==> src/rtl/pds_power_manager.sv <==
// Power-sourcing port manager: staggered power-up of detected ports under a shared budget,
// with drop on request/loss of detect and lowest-priority shedding when over budget.
module pds_power_manager #(
    parameter int NUM_PORTS = 4,
    parameter int PORT_PWR  = 15,
    parameter int ON_GAP    = 4
) (
    input  logic                             clk,
    input  logic                             rst,
    input  logic [NUM_PORTS-1:0]             det,
    input  logic [NUM_PORTS-1:0]             off,
    input  logic [2*NUM_PORTS-1:0]           prio,
    input  logic [7:0]                       pwr_bdj,
    input  logic                             ports_off,
    output logic [NUM_PORTS-1:0]             on,
    output logic [8+$clog2(NUM_PORTS+1)-1:0] pwr_used
);

    localparam int CW = $clog2(NUM_PORTS + 1);
    localparam int UW = 8 + CW;
    localparam int UX = UW + 1;
    localparam int GW = (ON_GAP > 2) ? $clog2(ON_GAP) : 1;
    localparam logic [GW-1:0] GAP_LOAD = GW'(ON_GAP - 1);
    localparam logic [UW-1:0] PWR_UNIT = UW'(PORT_PWR);

    typedef enum logic [1:0] {
        ST_IDLE   = 2'd0,
        ST_SETTLE = 2'd1,
        ST_SHED   = 2'd2
    } state_t;

    function automatic logic [CW-1:0] popcount(input logic [NUM_PORTS-1:0] v);
        logic [CW-1:0] c;
        c = '0;
        for (int i = 0; i < NUM_PORTS; i++) begin
            c = c + CW'(v[i]);
        end
        return c;
    endfunction

    function automatic logic [UW-1:0] port_power(input logic [NUM_PORTS-1:0] v);
        return UW'(popcount(v)) * PWR_UNIT;
    endfunction

    // Lowest priority wins the shed; ascending scan with <= leaves the highest index on a tie.
    function automatic logic [NUM_PORTS-1:0] pick_victim(input logic [NUM_PORTS-1:0] m,
                                                         input logic [2*NUM_PORTS-1:0] p);
        logic [NUM_PORTS-1:0] sel;
        logic [1:0]           best;
        logic                 found;
        sel   = '0;
        best  = 2'd3;
        found = 1'b0;
        for (int i = 0; i < NUM_PORTS; i++) begin
            if (m[i] && (!found || (p[2*i +: 2] <= best))) begin
                sel    = '0;
                sel[i] = 1'b1;
                best   = p[2*i +: 2];
                found  = 1'b1;
            end
        end
        return sel;
    endfunction

    // Highest priority wins the grant; descending scan with >= leaves the lowest index on a tie.
    function automatic logic [NUM_PORTS-1:0] pick_winner(input logic [NUM_PORTS-1:0] m,
                                                         input logic [2*NUM_PORTS-1:0] p);
        logic [NUM_PORTS-1:0] sel;
        logic [1:0]           best;
        logic                 found;
        sel   = '0;
        best  = 2'd0;
        found = 1'b0;
        for (int i = NUM_PORTS - 1; i >= 0; i--) begin
            if (m[i] && (!found || (p[2*i +: 2] >= best))) begin
                sel    = '0;
                sel[i] = 1'b1;
                best   = p[2*i +: 2];
                found  = 1'b1;
            end
        end
        return sel;
    endfunction

    logic [NUM_PORTS-1:0] on_r;
    logic [UW-1:0]        pwr_used_r;
    logic [GW-1:0]        gap_r;
    state_t               state_r;

    logic [NUM_PORTS-1:0] drop_s;
    logic [NUM_PORTS-1:0] base_s;
    logic [NUM_PORTS-1:0] cand_s;
    logic [NUM_PORTS-1:0] winner_s;
    logic [NUM_PORTS-1:0] victim_s;
    logic [UW-1:0]        used_base_s;
    logic                 over_s;
    logic                 fits_s;
    logic                 grant_s;
    logic [GW-1:0]        gap_dec_s;
    logic [NUM_PORTS-1:0] on_nxt_s;
    logic [GW-1:0]        gap_nxt_s;
    state_t               state_nxt_s;

    // Next-state evaluation: ports_off > drop > shed > grant.
    always_comb begin
        drop_s      = on_r & (off | ~det);
        base_s      = on_r & ~drop_s;
        used_base_s = port_power(base_s);
        over_s      = (used_base_s > UW'(pwr_bdj));
        cand_s      = det & ~off & ~on_r;
        winner_s    = pick_winner(cand_s, prio);
        victim_s    = pick_victim(base_s, prio);
        fits_s      = ((UX'(used_base_s) + UX'(PWR_UNIT)) <= UX'(pwr_bdj));
        grant_s     = (gap_r == '0) && (cand_s != '0) && fits_s && !over_s;
        gap_dec_s   = (gap_r != '0) ? (gap_r - GW'(1)) : '0;

        on_nxt_s    = base_s;
        gap_nxt_s   = gap_dec_s;
        state_nxt_s = state_r;

        if (ports_off) begin
            on_nxt_s    = '0;
            gap_nxt_s   = '0;
            state_nxt_s = ST_IDLE;
        end else if (over_s) begin
            on_nxt_s    = base_s & ~victim_s;
            state_nxt_s = ST_SHED;
        end else if (grant_s) begin
            on_nxt_s    = base_s | winner_s;
            gap_nxt_s   = GAP_LOAD;
            state_nxt_s = ST_SETTLE;
        end else begin
            case (state_r)
                ST_IDLE:   state_nxt_s = ST_IDLE;
                ST_SETTLE: state_nxt_s = (gap_dec_s == '0) ? ST_IDLE : ST_SETTLE;
                ST_SHED:   state_nxt_s = ST_IDLE;
                default:   state_nxt_s = ST_IDLE;
            endcase
        end
    end

    // State, gap counter and registered outputs.
    always_ff @(posedge clk) begin
        if (rst) begin
            on_r       <= '0;
            pwr_used_r <= '0;
            gap_r      <= '0;
            state_r    <= ST_IDLE;
        end else begin
            on_r       <= on_nxt_s;
            pwr_used_r <= port_power(on_nxt_s);
            gap_r      <= gap_nxt_s;
            state_r    <= state_nxt_s;
        end
    end

    assign on       = on_r;
    assign pwr_used = pwr_used_r;

endmodule

==> config.mk <==
export PLATFORM = sky130hd
export DESIGN_NAME = pds_power_manager
export DESIGN_NICKNAME = d
export VERILOG_FILES = /design/src/rtl/pds_power_manager.sv
export SDC_FILE = /design/constraint.sdc
export NUM_CORES = 1
export LEC_CHECK = 0
export ABC_AREA = 1
export BUFFER_PORTS_ARGS = -buffer_cell sky130_fd_sc_hd__buf_2
export CAP_MARGIN = 20
export CORE_ASPECT_RATIO = 1.5
export CORE_MARGIN = 2
export CORE_UTILIZATION = 50
export CTS_CLUSTER_DIAMETER = 80
export DETAILED_ROUTE_END_ITERATION = 16
export GPL_TIMING_DRIVEN = 0
export MAX_ROUTING_LAYER = met4
export PLACE_DENSITY_LB_ADDON = 0.08
export SLEW_MARGIN = 20
export SYNTH_ARGS = -nofsm -noshare
export SYNTH_HDL_FRONTEND = slang
export SYNTH_SLANG_ARGS = --single-unit
==> constraint.sdc <==
create_clock -name clk -period 7.1 [get_ports clk]
set_clock_uncertainty 0.1 [all_clocks]
set_input_delay 0.355 -clock clk [delete_from_list [all_inputs] [get_ports clk]]
set_output_delay 0.355 -clock clk [all_outputs]
set_load 0.03 [all_outputs]
==> impl_metrics.toml, run 1 <==
[run_status]
run_status = "completed"

[floorplanning]
io_pins = 42
initial_core_util_pct = 52.7
rows = 28
die_w_um = 56.7
dieArea_sq_um = 4710
core_sq_um = 3960
fp.dieH_um = 83.1

[routing]
first_pass_iters = 4
wl_per_cell_um = 10.2
drt_wl_total_um = 4040
vias = 1922
antenna_left = 0
first_iter_violations = 51
drc = 0
vias_per_cell = 4.85

[final_layout]
antenna_cells = 0
final_nets = 427
fin_util_pct = 60.9
final_common_cell = "nand2_1"
layout_common_cells = "nand2_1, inv_1, ha_1"
layout-drive-gt1-share_pct = 23.9
syn_to_final_growth_pct = 15.7

[pwr]
irDropWorstVdd_uv = 175
p_leak_uw = 0.00148
powerDensity_nw_per_um2 = 102
power_uw = 246

[sta]
hold_viol = 0
finalSetupTns_ps = 0
slew_viol_final = 0
fin_crit_ps = 6600
rsz0062_at_grt = "no"
hold-worst-slack_ps = 375
finalCritPeriodShare_pct = 92.9
max_freq_mhz = 152
setup_violations = 0
timing.final.ws_setup_ps = 504

[grt]
grt_pass1_wl_um = 7140
grt_antenna_before_repair = 0
grt-ovfl-total = 0
grt_max_degree = 10
grt_pass1_vias = 1866
track_usage_pct = 18.8

[clock_network]
clock_sinks = 13
clkLatencyLatePin_ps = 250
htree_levels = 1
cts_tree = "yes"
clk_pin_slew_ps = 60
cts_buffers = 3
cts_max_path_buffers = 2
ctsRootBufferMaster = "clkbuf_8"
cts_hold_buf = 0

[synthesis]
synthArstFlopShare_pct = 0
synth_xor_area_share_pct = 1.26
syn_area_sq_um = 2080
synthMuxAreaShare_pct = 0
synth_cells = 307
synth_top_family_by_area = "simple AND/OR/NAND/NOR gates"
synth.area.top_cells = "ha_1, dfxtp_1, nand2_1"
yosys.area_share.simple_pct = 31.1
synth.distinct_cells = 32
synth-edff-count = 0
synth_top_cell_by_area = "ha_1"
synth_seq_cells = 13
synth_top_cell_area_share_pct = 26.4
yosysWarnings = 0
avgSynthCellArea_sq_um = 6.79
synth-main-ff-cell = "dfxtp_1"
synth_compound_area_share_pct = 10.1
yosysSeqAreaShare_pct = 12.5
synthAdderAreaFrac_pct = 30.3

[run]
maxCapViolations = 0

[placement]
pre_cts_ws_ps = 295
port_buffers = 36
hpwl_um = 3580
gp_congestion = 0.812

[critical_path]
critPathLaunchType = "flip-flop"
critical_path_arrival_ps = 6690
required_ps = 7200
end_kind = "flip-flop"
worstPathMaxFanout = 4
critical_path_class = "reg -> reg"
crit_slowest_cell = "fa_1"
crit_path_max_incr_delay_ps = 490

[min_path]
hold_path.class = "reg -> reg"
-- state kept, by name, summed over array words and instances, names as in the netlist --
| register | flops |
|---|---|
| pwr_used | 7 |
| on | 4 |
| gap_r | 2 |
-- worst max-delay path: cells and delay by family, from the launching register on --
kind | cells | cell delay, ps
compound gates | 4 | 550
xor+xnor | 1 | 220
fa+ha+maj | 11 | 3350
buf+inv | 7 | 420
flops | 1 | 330
simple gates | 13 | 1550
-- final timing paths --
| path | from | endpoint | slack [ps] | cells past startpoint |
|---|---|---|---|---|
| max | on[3] | pwr_used[6] | 500 | 36 |
| min reg2reg | gap_r[1] | gap_r[0] | 370 | 2 |
| min | gap_r[1] | gap_r[0] | 370 | 2 |
| max reg2reg | on[3] | pwr_used[6] | 500 | 36 |
-- logic make-up after synthesis --
| logic type | count (synthesis) |
|---|---|
| AO/OA/AOI/OAI | 36 |
| XOR/XNOR | 3 |
| adder cells (fa/ha/maj) | 48 |
| buffers and inverters | 77 |
| flip-flops | 13 |
| other | 1 |
| AND/OR/NAND/NOR | 129 |
-- what timing repair did --
item                       CTS  global route
buffers inserted             0             1
gates resized for setup      0             6
setup endpoints to repair    0             3
-- cells in the mapped netlist, types with 2 or more instances --
library cell	count
a21o_1	3
ha_1	44
xor2_1	2
buf_4	4
nor2_1	26
dfxtp_1	13
nor2_4	2
nand4_1	4
nand2_2	6
fa_1	4
o21ai_0	9
inv_2	7
o21bai_1	2
nand3_2	8
nor2_2	4
inv_1	65
a21oi_2	3
nand3_1	6
nand2_1	67
a21oi_1	16
-- final cells by class --
cell class | count | area (sq um)
Multi-Input combinational cell | 220 | 1560
Fill cell | 413 | 1550
Inverter | 72 | 270
Sequential cell | 13 | 260
Timing Repair Buffer | 37 | 188
Tap cell | 45 | 56.3
Clock buffer | 4 | 45.0
Buffer | 5 | 33.8
-- where the power goes --
group | internal [uW] | switching [uW] | leakage (uW)
clock network | 39.6 | 26.4 | 0.0000228
logic | 37.2 | 62.1 | 0.00135
registers | 78.3 | 2.10 | 0.000106
total | 155 | 90.5 | 0.00148
-- routing by layer --
metal	vias up	part of all wire [%]	global-route usage, %
li1	1037	-	-
met1	850	43	19.3
met2	31	54	37.2
met3	4	2.1	0.467
met5	-	0	-
met4	0	0.89	5.63
-- per-stage QoR --
stage,cells,area (sq um)
global route,396,2410
CTS,395,2380
detailed placement,391,2330
global placement,391,2330
finish,396,2410
floorplan,310,2100
(Power assumes the default switching activity.)
==> run 2, diff against run 1 <==
- BUFFER_PORTS_ARGS: -buffer_cell sky130_fd_sc_hd__buf_2 -> -buffer_cell sky130_fd_sc_hd__buf_4
- MAX_ROUTING_LAYER: met4 -> not set
==> run 2 against run 1 <==
Via count fell by 1.7%. Setup slack improved by 2.3 ps. Register-to-register slack hardly changed. Critical path depth grew 1. Largest power group unchanged. Worst hold slack got worse by 30 ps. Sequential share of layout area fell by 0.44 points. Sequential power barely moved. Clock-buffer cell count unchanged.
==> impl_metrics.toml, run 2 (same netlist as run 1, synthesis figures left out) <==
[run]
maxCapViolations = 0

[critical_path]
worstPathMaxFanout = 4
critPathLaunchType = "flip-flop"
critical_path_arrival_ps = 6690
ff2ff_path_depth = 37
crit_slowest_cell = "fa_1"
crit_path_max_incr_delay_ps = 510
critical_path_class = "reg -> reg"
end_kind = "flip-flop"
required_ps = 7190
cpMostUsedCell = "inv_1"

[final_layout]
largest_register_ffs = 7
layout-drive-gt1-share_pct = 24.2
antenna_cells = 0
layout_common_cells = "inv_1, nand2_1, ha_1"
fill_cells = 382
final_cells = 396
seq_area_sq_um = 260
final_nets = 427
multi_input_area_sq_um = 1570
syn_to_final_growth_pct = 20.6

[routing]
first_iter_violations = 48
drt_wl_total_um = 4180
drc = 0
vias_per_cell = 4.77
vias = 1890
first_pass_iters = 4
antenna_left = 0
wl_per_cell_um = 10.5

[pwr]
p_leak_uw = 0.00150
powerDensity_nw_per_um2 = 100
irDropWorstVdd_uv = 125
power_uw = 252

[clock_network]
clkLatencyLatePin_ps = 240
cts_buffers = 3
ctsRootBufferMaster = "clkbuf_8"
cts_max_path_buffers = 2
cts_hold_buf = 0
clock_sinks = 13
htree_levels = 1
clk_pin_slew_ps = 60
cts_tree = "yes"

[floorplanning]
io_pins = 42
fp.dieH_um = 83.1
initial_core_util_pct = 52.7
rows = 28
core_sq_um = 3960
die_w_um = 56.7
dieArea_sq_um = 4710

[grt]
grt_max_degree = 10
grt_pass1_wl_um = 7210
grt-ovfl-total = 0
grt_pass1_vias = 1867
track_usage_pct = 18.3
grt_antenna_before_repair = 0

[placement]
place_inst = 391
gp_congestion = 0.823
port_buffers = 36
hpwl_um = 3640

[sta]
finalSetupTns_ps = 0
rsz0062_at_grt = "no"
slew_viol_final = 0
hold-worst-slack_ps = 345
max_freq_mhz = 152
fin_crit_ps = 6590
setup_violations = 0
hold_viol = 0
finalCritPeriodShare_pct = 92.9

[min_path]
hold-path-cell-count = 4
hold_path.class = "in -> reg"

[run_status]
run_status = "completed"
run 2: final cells by class:
| cell class | instances | area share (%) |
|---|---|---|
| well taps | 45 | 2.24 |
| plain buffers | 5 | 1.34 |
| flip-flops and latches | 13 | 10.3 |
| inverters | 72 | 10.7 |
| multi-input cells | 220 | 62.5 |
| clock buffers | 4 | 1.79 |
| repair buffers | 37 | 11.0 |
run 2: power breakdown:
group / total (uW) / internal [uW] / leakage, uW / switching (uW)
registers: 80.6 / 78.3 / 0.000106 / 2.28
logic: 107 / 43.9 / 0.00137 / 62.6
clock network: 64.8 / 39.5 / 0.0000228 / 25.3
total: 252 / 162 / 0.00150 / 90.2
run 2: repair_timing:
action / in CTS / in global routing
gates resized for setup: 0 / 9
setup endpoints to repair: 0 / 3
buffers inserted: 0 / 1
run 2: path summary, 6_finish.rpt:
| kind | startpoint | to | slack, ps |
|---|---|---|---|
| setup / recovery | on[1] | pwr_used[6] | 510 |
| hold / removal | ports_off | on[2] | 340 |
| setup reg to reg | on[1] | pwr_used[6] | 510 |
| hold reg to reg | gap_r[1] | gap_r[1] | 380 |
run 2: stage by stage:
stage                     cell area [sq um]  worst slack (ps)  utilization, %
after global routing                   2510              28.4            63.5
after detailed placement               2420               274            61.2
after floorplan                        2100               759               -
final                                  2510               506            63.5
after CTS                              2470               314            62.3
after global placement                 2420               367            61.2
run 2: per-layer routing:
metal  GRT usage (%)  share of wire [%]  up-vias
li1                -                  -     1037
met1            19.2                 44      839
met2            37.3                 54       12
met3           0.935                1.5        2
met4            4.98               0.65        0
met5               0                  0        -
run 2: worst max-delay path: cells and delay by family, from the launching register on:
family,cells,cell delay [ps]
AOI/OAI and AO/OA,4,560
adders and majority gates,12,3640
buffers and inverters,10,670
DFF,1,340
and+or+nand+nor,11,1210
